$ cat config.mk
export PLATFORM = sky130hd
export DESIGN_NAME = pipe_stage_skid
export DESIGN_NICKNAME = d
export VERILOG_FILES = /design/src/rtl/pipe_stage_skid.sv
export SDC_FILE = /design/constraint.sdc
export NUM_CORES = 1
export LEC_CHECK = 0
export CORE_MARGIN = 1.5
export CORE_UTILIZATION = 48
export DETAILED_ROUTE_END_ITERATION = 8
export GPL_TIMING_DRIVEN = 0
export PLACE_DENSITY = 0.88
export SYNTH_ARGS = -nofsm -noshare
export SYNTH_HDL_FRONTEND = slang
export SYNTH_SLANG_ARGS = --single-unit
$ cat constraint.sdc
create_clock -name clk -period 2.3 [get_ports clk]
set_input_delay 0.46 -clock clk [delete_from_list [all_inputs] [get_ports clk]]
set_output_delay 0.46 -clock clk [all_outputs]
set_load 0.005 [all_outputs]
$ cat src/rtl/pipe_stage_skid.sv
// rtl/pipe_stage_skid.sv - inter-stage pipeline register with valid/ready handshake and 2-entry skid buffer
//
// Purpose:
//   Holds one live beat in the main entry (drives the outputs) and can absorb one
//   more beat in the skid entry, so in_ready depends only on registered state and
//   never on out_ready. Bubbles (ctrl = 0) are presented on reset, flush and when empty.
//
// Ports:
//   clk        in   1       clock, rising edge
//   rst        in   1       synchronous active-high reset
//   flush      in   1       synchronous kill of all held entries
//   in_valid   in   1       upstream beat valid
//   in_ready   out  1       stage can accept a beat this cycle
//   in_ctrl    in   CTRL_W  upstream control bundle
//   in_data    in   DATA_W  upstream payload
//   out_valid  out  1       outputs hold a live beat
//   out_ready  in   1       downstream accepts this cycle
//   out_ctrl   out  CTRL_W  control to next stage, 0 when out_valid = 0
//   out_data   out  DATA_W  payload to next stage
module pipe_stage_skid #(
    parameter int CTRL_W     = 3,
    parameter int DATA_W     = 101,
    parameter bit CLEAR_DATA = 1'b0
) (
    input  logic              clk,
    input  logic              rst,
    input  logic              flush,
    input  logic              in_valid,
    output logic              in_ready,
    input  logic [CTRL_W-1:0] in_ctrl,
    input  logic [DATA_W-1:0] in_data,
    output logic              out_valid,
    input  logic              out_ready,
    output logic [CTRL_W-1:0] out_ctrl,
    output logic [DATA_W-1:0] out_data
);

    // Occupancy: ONE means only the main entry is live, FULL means both are.
    typedef enum logic [1:0] {
        EMPTY = 2'd0,
        ONE   = 2'd1,
        FULL  = 2'd2
    } state_t;

    state_t state_q;
    state_t state_d;

    logic [CTRL_W-1:0] m_ctrl;
    logic [DATA_W-1:0] m_data;
    logic [CTRL_W-1:0] s_ctrl;
    logic [DATA_W-1:0] s_data;

    logic m_valid;
    logic s_valid;
    logic accept;
    logic drain;
    logic load_m_in;
    logic load_m_s;
    logic load_s_in;

    assign m_valid = (state_q == ONE) || (state_q == FULL);
    assign s_valid = (state_q == FULL);

    // Registered-only ready: the rst term just blocks acceptance during reset.
    assign in_ready = !s_valid && !rst;
    assign accept   = in_valid && in_ready;
    assign drain    = m_valid && out_ready;

    assign out_valid = m_valid;
    assign out_ctrl  = m_valid ? m_ctrl : '0;
    assign out_data  = m_data;

    always_ff @(posedge clk) begin
        if (rst) begin
            state_q <= EMPTY;
        end else begin
            state_q <= state_d;
        end
    end

    always_comb begin
        state_d   = state_q;
        load_m_in = 1'b0;
        load_m_s  = 1'b0;
        load_s_in = 1'b0;
        case (state_q)
            EMPTY: begin
                if (accept) begin
                    state_d   = ONE;
                    load_m_in = 1'b1;
                end
            end
            ONE: begin
                if (accept && drain) begin
                    load_m_in = 1'b1;
                end else if (accept) begin
                    state_d   = FULL;
                    load_s_in = 1'b1;
                end else if (drain) begin
                    state_d   = EMPTY;
                end
            end
            FULL: begin
                if (drain) begin
                    state_d  = ONE;
                    load_m_s = 1'b1;
                end
            end
            default: state_d = EMPTY;
        endcase
        // A beat offered during flush is discarded; a same-cycle drain still
        // completes downstream because outputs are unaffected until the edge.
        if (flush) begin
            state_d = EMPTY;
        end
    end

    always_ff @(posedge clk) begin
        if (rst) begin
            m_ctrl <= '0;
            m_data <= '0;
            s_ctrl <= '0;
            s_data <= '0;
        end else if (flush) begin
            m_ctrl <= '0;
            s_ctrl <= '0;
            if (CLEAR_DATA) begin
                m_data <= '0;
                s_data <= '0;
            end
        end else begin
            if (load_m_in) begin
                m_ctrl <= in_ctrl;
                m_data <= in_data;
            end else if (load_m_s) begin
                m_ctrl <= s_ctrl;
                m_data <= s_data;
            end
            if (load_s_in) begin
                s_ctrl <= in_ctrl;
                s_data <= in_data;
            end
        end
    end

endmodule

After elaboration in Yosys (flattened, before gate mapping)
Index checks and enable logic that the tools add are counted.
- bits of input ports: 109
- register bits after elaboration: 210
- logic and storage cells: 43
- equal/unequal tests: 6
- mux-type cells: 18
- bitwise logic cells: 1
- reductions and logical operators: 13
- operators with widths (cell ; number):
    $mux W101 ; 2
    $mux W2 ; 5
    $mux W3 ; 3
    $mux W1 ; 6
    $pmux W2 S3 ; 1
    $logic_and A1 B1 Y1 ; 4
    $ne A2 B2 Y1 const B ; 2
    $reduce_and A2 Y1 ; 2
    $reduce_and A4 Y1 ; 1
    $ne A3 B3 Y1 const B ; 1
    $eq A2 B1 Y1 const B ; 1
    $eq A2 B2 Y1 const B ; 1
    $logic_not A1 Y1 ; 2
    $logic_not A2 Y1 ; 1
    $ne A2 B1 Y1 const B ; 1
    $pmux W1 S2 ; 1
    $reduce_bool A2 Y1 ; 1
    $reduce_or A2 Y1 ; 1
    $logic_or A1 B1 Y1 ; 1
    $not A1 Y1 ; 1

Logic depth before layout (Yosys ltp)
- word-level depth: 9
- depth in mapped cells: 9
- mapped depth without buffers: 6

Worst setup path before layout
Ideal clock, no wire load.
- path type: register -> register
- start point: register state_q[0]
- end point: register m_data[0] (netlist: out_data[0])
- slack: 300 ps
- library setup time: 119 ps
- arrival time: 1882 ps
- period minus slack after synthesis: 2000 ps
- data required time: 2181 ps
- buffers on the path: 3
- stages on the path, launching flop included: 10
- cells stage by stage: dfxtp_1 -> inv_1 -> ha_1 -> buf_6 -> nor3b_4 -> o21ai_2 -> or2_1 -> buf_6 -> buf_6 -> o221a_1
- word-level cells in the longest chain between the ends: 9
- ends and longest elaborated chain (element ; RTL line ; RTL):
    from (decl) ; 45 ; state_t state_q;
    from (signal assigned) ; 77 ; state_q <= state_d;
    $eq A2 B2 Y1 ; 61, 62, 86 ;
    $logic_not A1 Y1 ; 65 ; assign in_ready = !s_valid && !rst;
    $logic_and A1 B1 Y1 ; 65 ;
    $logic_and A1 B1 Y1 ; 66 ; assign accept = in_valid && in_ready;
    $logic_and A1 B1 Y1 ; 94 ; if (accept && drain) begin
    $mux W1 ; 94 ;
    $pmux W1 S2 ; 86 ; case (state_q)
    $reduce_bool A2 Y1 (no line) ; n/a ;
    $reduce_and A2 Y1 (no line) ; n/a ;
    to (signal assigned) ; 134 ; m_data <= in_data;
    to (signal assigned) ; 137 ; m_data <= s_data;
    to (decl) ; 49 ; logic [DATA_W-1:0] m_data;
Several ways; a longest one is shown, not always the timed one.
A chain may end at the register's enable or synchronous reset.

Worst setup path after layout
- start point: register state_q[1]
- end point: register s_data[83]
- word-level cells in the longest chain between the ends: 8
- ends and longest elaborated chain (element ; RTL line ; RTL):
    $eq A2 B2 Y1 ; 61, 62 ;
    $logic_not A1 Y1 ; 65 ;
    $logic_and A1 B1 Y1 ; 65 ;
    $logic_and A1 B1 Y1 ; 66 ;
    $mux W1 or $logic_and A1 B1 Y1 (tied branches) ; 96, 94 ;
    $mux W1 ; 94 ;
    $mux W1 * ; 86 ;
    $reduce_and A2 Y1 (no line) * ; n/a ;
    to (signal assigned) ; 141 ; s_data <= in_data;
    to (decl) ; 51 ; logic [DATA_W-1:0] s_data;
Mark *: on every way between the ends. The rest lies on a longest branch, timed or not.

==> results by group <==
Synth
  • Post-Syn Instances: 948
  • Yosys warns: 0
  • Distinct cells, synth: 30
  • Area contributors post-synth: dfxtp_1 52%, o221a_1 12%, nor2_1 9.7%
  • FF+latch count, synth: 210
  • Mapped cell area: 8150 um^2
  • Share of the synthesized area in the top cell type: 0.516
  • Seq/Total Area, Yosys: 0.516
  • Syn avg cell area: 8.60 um^2
  • Syn_nets: 1061
  • Largest area contributor in the netlist: dfxtp_1

Hold path
  • Hold path start: s_data[4]
  • Hold endpoint: s_data[4]
  • Hold/Removal Path Class: reg -> reg
  • Worst Hold Depth: 2

STA
  • Fin. Hold Viols: 0
  • Tcrit/Tclk final: 0.979
  • Max-slew violation count: 0
  • Slew HR: 0.607
  • Worst-Margin Slew: 589 ps
  • Max frequency: 444 MHz
  • RSZ-0062 raised after global routing: true
  • PnR worst setup slack: 48.8 ps
  • Final setup fails: 0
  • Final clock skew: 8.33 ps
  • Tmin final: 2250 ps
  • Hold slack final: 454 ps

Finish
  • Commonest non-fill, non-tap cell in the layout: nor2_1
  • Fillcell total: 1310
  • Commonest cells after routing, fill and taps aside: 210 x nor2_1, 209 x clkdlybuf4s50_1, 209 x dfxtp_1, 205 x nand2_1, 102 x a21oi_1
  • Layout Nets: 1300
  • Share of post-route cells with drive strength above 1: 0.0792
  • Area Growth Syn to Fin: 38.9%
  • Number of diodes: 0

Clocking
  • Clock Tree Buf Depth: 3
  • CTS root buf: clkbuf_16
  • CTS tree: built
  • Insertion delay to the later sink of the worst-skew pair: 490 ps
  • Clock slew seen by the registers of the worst setup and hold paths: 60 ps
  • CTS buffer count: 22
  • H-tree level count: 1
  • TritonCTS Sinks: 210

Worst setup path
  • R2r endpoint: s_data[83]
  • Slowest-stage cell, CP: buf_1
  • Largest fanout on the critical path: 10
  • WP data arrival: 2670 ps
  • Most Frequent Cell on Critical Path: nand2_1
  • CP Buf/Inv Count: 4
  • CP top delay family: buffers and inverters
  • Worst setup path category: reg -> reg
  • Worst Path Required: 2720 ps
  • Reg2Reg Setup Slack: 50 ps
  • Worst R2R Start: state_q[1]
  • CP startpoint kind: flip-flop
  • Crit end category: flip-flop
  • Worst-case reg-to-reg path depth: 9
  • Max incr delay on CP: 410 ps
  • Critical-path cell list: inv_1 -> ha_4 -> buf_4 -> nand2_1 -> nand4b_1 -> clkbuf_2 -> buf_1 -> nand2_1 -> a21oi_1

Pwr
  • PD cells: 705 nW/um^2
  • Worst VDD drop: 0.000612 V
  • Leakage power total: 4.35 nW

Drt
  • Via-to-Cell Ratio: 5.39
  • DRC viols: 0
  • TritonRoute pass-1 iters: 6
  • DR iter-0 viols: 571
  • Final WL: 22800 um
  • Via count: 7648
  • Post-detailed-route wirelength per cell: 16.0 um
  • Final antenna-violating net count: 0

Floorplanning
  • DIE AREA: 17800 um^2
  • Die width: 133 um
  • Die Height: 133 um
  • Core footprint: 16600 um^2
  • Initial Utilization: 0.491
  • Standard-cell rows: 47
  • Ports: 215

Placed design
  • GP Congestion: 0.809
  • Dpl ws: -412 ps
  • Dpl hpwl: 15600 um
  • Port Buffers: 213

Global route
  • All-Layer GR Usage: 0.246
  • Grt total ovfl: 0
  • Pin count of the biggest net entering global routing: 20
  • Number of global-route vias before repair: 7122
  • First-pass GRT wire length: 35900 um
  • Initial antenna violation count: 0

Run
  • Max-cap violations: 0

Run status
  • Status: complete, no violations
## cell type report
class / instances / area (um^2) / area share
multi-input combinational: 656 / 3550 / 0.314
sequential: 210 / 4210 / 0.372
tap: 220 / 275 / 0.0243
clock inverter: 5 / 25.0 / 0.00221
timing repair buffer: 216 / 2150 / 0.190
clock buffer: 32 / 649 / 0.0574
buffer: 79 / 453 / 0.0400
inverter: 2 / 7.51 / 0.000663
## cells by family after synthesis
| family | count (synthesis) | synth area share |
|---|---|---|
| AND/OR/NAND/NOR | 433 | 0.207 |
| adder cells (fa/ha/maj) | 4 | 0.00614 |
| flip-flops | 210 | 0.516 |
| AO/OA/AOI/OAI | 213 | 0.212 |
| multiplexers | 6 | 0.00737 |
| buffers and inverters | 82 | 0.0511 |
## through the flow
step | area [um^2] | power [mW] | setup TNS, ps | util | std cells
finish | 11300 | 7.97 | 0 | 0.682 | 1420
CTS | 11200 | 7.99 | 0 | 0.678 | 1418
global placement | 10600 | 4.67 | -50300 | 0.637 | 1381
global route | 11300 | 8.25 | -2410 | 0.682 | 1420
floorplan | 8150 | 4.18 | 0 | - | 948
detailed placement | 10600 | 4.69 | -53460 | 0.637 | 1381
## worst min-delay path, delay by kind of cell (launching register included)
kind / cells / cell delay [ps]
flip-flops: 1 / 310
AND/OR/NAND/NOR: 1 / 50
AO/OA/AOI/OAI: 1 / 50
## report_power, final
group	internal [mW]	switching, mW	leakage, nW	total [mW]
sequential	3.75	0.0655	1.70	3.81
combinational	0.481	0.329	2.31	0.810
clock	1.95	1.40	0.338	3.35
total	6.18	1.80	4.35	7.97
## state kept, by name, indices dropped and copies added (netlist names)
| name | flops |
|---|---|
| s_data | 101 |
| m_ctrl | 3 |
| state_q | 2 |
| s_ctrl | 3 |
| out_data | 101 |
## metal layers
| metal | up-vias | share of wire | global-route usage |
|---|---|---|---|
| li1 | 3737 | - | - |
| met1 | 3582 | 0.43 | 0.332 |
| met2 | 276 | 0.48 | 0.404 |
| met3 | 53 | 0.059 | 0.0331 |
| met4 | 0 | 0.031 | 0.0912 |
| met5 | - | 0 | 0 |
## timing repair
action,4_1_cts,5_1_grt
buffers inserted,1,2
hold buffers,0,0
gates resized for setup,12,35
pin swaps,1,1
endpoints found under the setup margin,195,190
## synthesized netlist by cell type, drive strengths merged
| cell type | count |
|---|---|
| and2 | 3 |
| nand4b | 2 |
| and4b | 1 |
| o221a | 101 |
| and3 | 1 |
| ha | 4 |
| dfxtp | 210 |
| buf | 32 |
| nand2 | 205 |
| o41ai | 1 |
| a21oi | 102 |
| clkbuf | 48 |
| o32ai | 1 |
| o21bai | 1 |
| a22oi | 1 |
| nor2b | 1 |
| nor2 | 210 |
| nand3 | 4 |
| o21ai | 1 |
| or2 | 2 |
| nand3b | 2 |
| a211oi | 4 |
| mux2i | 6 |
| inv | 2 |
| nor3b | 1 |
| a311o | 1 |
| nand2b | 1 |
## worst max path at each step
stage / start / endpoint / slack [ps] / cells after the start
6_report: state_q[1] / s_data[83] / 50 / 9
3_5_place_dp: rst / in_ready / -410 / 5
4_1_cts: state_q[1] / out_data[41] / 8 / 9
3_3_place_gp: rst / in_ready / -380 / 5
5_1_grt: state_q[0] / s_data[26] / -80 / 9
2_1_floorplan: state_q[0] / out_data[0] / 300 / 9
No activity file was read; power rests on OpenSTA's default activity.
